`config.mk`:
```
export PLATFORM = sky130hd
export DESIGN_NAME = freq_meter
export DESIGN_NICKNAME = d
export VERILOG_FILES = /design/src/rtl/freq_meter_pkg.sv /design/src/rtl/freq_meter_sync_rise.sv /design/src/rtl/freq_meter.sv
export SDC_FILE = /design/constraint.sdc
export NUM_CORES = 1
export LEC_CHECK = 0
export ABC_AREA = 1
export CORE_MARGIN = 5
export CORE_UTILIZATION = 55
export DETAILED_ROUTE_END_ITERATION = 10
export GPL_ROUTABILITY_DRIVEN = 0
export PLACE_DENSITY = 0.76
export SLEW_MARGIN = 0
export SYNTH_ARGS = -nofsm -noshare
export SYNTH_HDL_FRONTEND = slang
export SYNTH_SLANG_ARGS = --single-unit
```
`constraint.sdc`:
```
create_clock -name clk -period 2.45 [get_ports clk]
set_clock_uncertainty 0.1 [all_clocks]
set_input_delay 0.49 -clock clk [delete_from_list [all_inputs] [get_ports clk]]
set_output_delay 0.49 -clock clk [all_outputs]
set_load 0.005 [all_outputs]
```
`src/rtl/freq_meter_pkg.sv`:
```
// Shared constants and FSM encoding for the gated edge-counting frequency meter.
package freq_meter_pkg;

  localparam int FM_GATE_CYCLES = 50_000;
  localparam int FM_CNT_W       = 16;
  localparam int FM_GATE_W      = 26;

  typedef enum logic [1:0] {
    ST_IDLE = 2'd0,
    ST_GATE = 2'd1,
    ST_DONE = 2'd2
  } fm_state_e;

endpackage

```
`src/rtl/freq_meter_sync_rise.sv`:
```
// Per-lane 2-flop synchronizer plus registered rising-edge detector.
// The pulse is one clk wide and appears 3 clk after the asynchronous rise.
module sync_rise #(
  parameter int NUM_LANES = 1
) (
  input  logic                 clk,
  input  logic                 rst_n,
  input  logic [NUM_LANES-1:0] sig_in,
  output logic [NUM_LANES-1:0] rise
);

  logic [NUM_LANES-1:0] meta_q;
  logic [NUM_LANES-1:0] sync_q;
  logic [NUM_LANES-1:0] prev_q;

  always_ff @(posedge clk or negedge rst_n) begin
    if (!rst_n) begin
      meta_q <= '0;
      sync_q <= '0;
      prev_q <= '0;
      rise   <= '0;
    end else begin
      meta_q <= sig_in;
      sync_q <= meta_q;
      prev_q <= sync_q;
      rise   <= sync_q & ~prev_q;
    end
  end

endmodule

```
`src/rtl/freq_meter.sv`:
```
// Gated frequency meter: counts synchronized sig_in rising edges over a fixed
// window of GATE_CYCLES clocks and publishes the saturated count on done.
module freq_meter
  import freq_meter_pkg::*;
#(
  parameter int GATE_CYCLES = FM_GATE_CYCLES,
  parameter int CNT_W       = FM_CNT_W,
  parameter int GATE_W      = FM_GATE_W
) (
  input  logic             clk,
  input  logic             rst_n,
  input  logic             start,
  input  logic             sig_in,
  output logic             busy,
  output logic             done,
  output logic [CNT_W-1:0] edge_cnt,
  output logic             overflow,
  output logic             no_signal
);

  localparam logic [GATE_W-1:0] LAST_TICK = GATE_W'(GATE_CYCLES - 1);
  localparam logic [CNT_W-1:0]  CNT_MAX   = '1;

  fm_state_e         state_q, state_d;
  logic [GATE_W-1:0] timer_q, timer_d;
  logic [CNT_W-1:0]  work_q, work_d;
  logic              wovf_q, wovf_d;
  logic              load;
  logic              edge_pulse;

  sync_rise #(.NUM_LANES(1)) u_sync (
    .clk    (clk),
    .rst_n  (rst_n),
    .sig_in (sig_in),
    .rise   (edge_pulse)
  );

  always_ff @(posedge clk or negedge rst_n) begin
    if (!rst_n) begin
      state_q <= ST_IDLE;
      timer_q <= '0;
      work_q  <= '0;
      wovf_q  <= 1'b0;
    end else begin
      state_q <= state_d;
      timer_q <= timer_d;
      work_q  <= work_d;
      wovf_q  <= wovf_d;
    end
  end

  always_comb begin
    state_d = state_q;
    timer_d = timer_q;
    work_d  = work_q;
    wovf_d  = wovf_q;
    load    = 1'b0;
    case (state_q)
      ST_IDLE: begin
        timer_d = '0;
        work_d  = '0;
        wovf_d  = 1'b0;
        if (start) state_d = ST_GATE;
      end
      ST_GATE: begin
        timer_d = timer_q + GATE_W'(1);
        if (edge_pulse) begin
          if (work_q == CNT_MAX) wovf_d = 1'b1;
          else                   work_d = work_q + CNT_W'(1);
        end
        // Results are loaded from the next-state values so an edge on the
        // last gate cycle is already included when done rises.
        if (timer_q == LAST_TICK) begin
          state_d = ST_DONE;
          load    = 1'b1;
        end
      end
      ST_DONE: state_d = ST_IDLE;
      default: state_d = ST_IDLE;
    endcase
  end

  always_ff @(posedge clk or negedge rst_n) begin
    if (!rst_n) begin
      edge_cnt  <= '0;
      overflow  <= 1'b0;
      no_signal <= 1'b0;
    end else if (load) begin
      edge_cnt  <= work_d;
      overflow  <= wovf_d;
      no_signal <= (work_d == '0);
    end
  end

  assign busy = (state_q == ST_GATE);
  assign done = (state_q == ST_DONE);

endmodule

```
==> impl_metrics.ini <==
[outcome]
result_of_the_run = complete, no violations

[placement]
place_worst_setup_slack_ps = 303
place.port_buffers = 23
place_hpwl_um = 6210

[worst_setup_path]
timing.critical_path.arrival_ps = 1700
cp_max_fo = 12
worst_path_class_setup = reg -> out
cp-end-kind = primary output
setup.worst_path.start_class = flop
req_time_crit_path_ps = 1860

[logic_synthesis]
synth.yosys.warnings = 0
synth_ff_type = sky130_fd_sc_hd__dfrtp_1
synth-edff-count = 0
synth_cell_type_count = 37
ys_seq_area_frac = 0.465
synth.ff_latch_count = 67
synth.cell_area_um2 = 3610
post_synth_inst_count = 473
synthesis.area_per_instance_um2 = 7.63
synth.net_count = 479
asyncSetResetFlopFracSynth = 1.00

[global_route]
grt_remaining_overflow = 0
grt_start_max_net_pins = 38
initial_antenna_violation_count = 0
first_global_vias = 3102
wire_length_of_the_first_global_routing_pass_um = 14700
all_layer_gr_usage = 0.217

[route]
wl_per_cell_um = 14.2
drc = 0
drtIter0Drc = 276
met3_wirelength_um = 548
routed_via_density = 5.47
maxUsedRoutingLayer = met4
postRouteWirelength_um = 8310
met2_wirelength_um = 3750
drt_pre_antenna_iters = 7
antenna_left = 0
via_count = 3209
wirelength_met1_um = 3850

[cells_and_area]
layout_commonest_cell = sky130_fd_sc_hd__nand2_1
drive_gt1_frac = 0.0961
final_core_util = 0.647
final_net_count = 511
n_antenna_cell = 0
layout_overhead_on_the_synthesized_area_pct = 13.8
commonest_cells_after_routing_fill_and_taps_aside = sky130_fd_sc_hd__nand2_1 (125), sky130_fd_sc_hd__dfrtp_1 (67), sky130_fd_sc_hd__inv_1 (65), sky130_fd_sc_hd__nor2_1 (50), sky130_fd_sc_hd__nand3_1 (41)

[power_and_ir_drop]
power_leakage_uw = 0.00200
maximum_vdd_drop_mv = 0.377
power.clock.fraction = 0.321
switchingPower_uw = 796
p_seq_frac = 0.516
power_density_nw_per_um2 = 611
p_int_uw = 1710
p_comb_frac = 0.163
power.switching_fraction = 0.317
report.power.total_uw = 2510

[sta]
final.period_utilization = 0.936
finalSetupViolations = 0
final_hold_fails = 0
unrepaired_setup_endpoints_after_global_routing = false
max_slew.worst_pin.slew_ps = 631
clock.fmax_ghz = 0.436
final_period_minus_worst_setup_slack_ps = 2290
final.setup.tns_ps = 0
slew_headroom = 0.579
maxSlewViolCount = 0
postLayoutSetupSlackWorst_ps = 156

[clock_tree]
cts.reportedPaths.clkPinSlew_ps = 80
postCtsResizedCells = 0
cts_post_setup_buffers_inserted = 0
cts.hold.buffers_added = 1
cts-root-to-sink-buffers = 2
clock_latency_ps = 340
cts_made_buffers = 9
clock_tree.htree_level_count = 3
tritoncts = yes
root_buffer = sky130_fd_sc_hd__clkbuf_8
clock_sinks = 67

[die]
placement_rows = 29
die_footprint_um2 = 8280
die_w_um = 91
start_util = 0.568
ios = 24
die_y_um = 91
fp.coreArea_um2 = 6350

[min_path]
worstHoldPathType = reg -> reg

[flow_run]
maxCapViolations = 0
flip-flops by register name, summed over array words and instances (netlist names):
signal	flops
timer_q	26
u_sync.prev_q	1
overflow	1
work_q	16
u_sync.rise	1
wovf_q	1
u_sync.meta_q	1
u_sync.sync_q	1
edge_cnt	16
state_q	2
no_signal	1
cells by family (layout without fill, tap and decap cells):
logic type	after synthesis	count (layout)	synth area share
adder cells (fa/ha/maj)	2	2	0.00693
buffers and inverters	78	115	0.0915
AO/OA/AOI/OAI	58	58	0.0974
AND/OR/NAND/NOR	264	264	0.330
XOR/XNOR	4	4	0.00971
flip-flops	67	67	0.465
stage by stage:
stage / hold WS (ps) / instance area, µm² / instances
finish: 258 / 4110 / 587
global route: 283 / 4110 / 587
CTS: 259 / 4110 / 587
detailed placement: 240 / 3930 / 570
global placement: 238 / 3930 / 570
floorplan: 94.4 / 3610 / 473
per-layer routing:
metal,global-route usage,vias up
met3,0.0455,13
li1,-,1581
met5,0,-
met2,0.330,113
met1,0.307,1502
met4,0.0782,0
final cells by class:
cell class	count	area (µm²)
inverter	66	248
sequential	67	1680
clock inverter	6	42.5
tap	77	96.3
multi-input combinational	328	1600
fill	530	2240
clock buffer	10	128
timing repair buffer	33	315
worst max-delay path, stage by stage, from the launching register on:
cell and delay (ps):
sky130_fd_sc_hd__dfrtp_1 520, sky130_fd_sc_hd__nor2_1 280, sky130_fd_sc_hd__clkdlybuf4s50_1 560
synthesized netlist by cell type, types with 3 or more instances:
master                       n  share of area
sky130_fd_sc_hd__nor2_2      4         0.0069
sky130_fd_sc_hd__inv_1      65          0.068
sky130_fd_sc_hd__nand2_1   125           0.13
sky130_fd_sc_hd__nand4_1    12          0.021
sky130_fd_sc_hd__o21ai_0    20          0.028
sky130_fd_sc_hd__o21bai_1    4         0.0083
sky130_fd_sc_hd__a21oi_1    19          0.026
sky130_fd_sc_hd__nor2_4      5          0.016
sky130_fd_sc_hd__dfrtp_1    67           0.46
sky130_fd_sc_hd__buf_6       3         0.0094
sky130_fd_sc_hd__nor3_1     12          0.017
sky130_fd_sc_hd__o21a_1      5          0.010
sky130_fd_sc_hd__clkbuf_1    6         0.0062
sky130_fd_sc_hd__nand2_2     6          0.010
sky130_fd_sc_hd__nor2_1     50          0.052
sky130_fd_sc_hd__nand3_1    41          0.057
power by group through the flow:
stage               registers, µW  clock network [µW]  logic (µW)
floorplan                    1280                   0         302
global placement             1310                   0         399
detailed placement           1310                   0         407
CTS                          1290                 823         409
global route                 1300                 876         473
finish                       1290                 805         409
worst paths after layout:
kind	from	endpoint	slack [ps]	cells past startpoint
setup / recovery	state_q[1]	busy	160	2
hold / removal	u_sync.meta_q	u_sync.sync_q	260	0
setup reg to reg	work_q[0]	no_signal	210	12
hold reg to reg	u_sync.meta_q	u_sync.sync_q	260	0
max in group asynchronous	rst_n	timer_q[1]	1200	3
min in group asynchronous	rst_n	timer_q[24]	490	2
(Power assumes the default switching activity.)
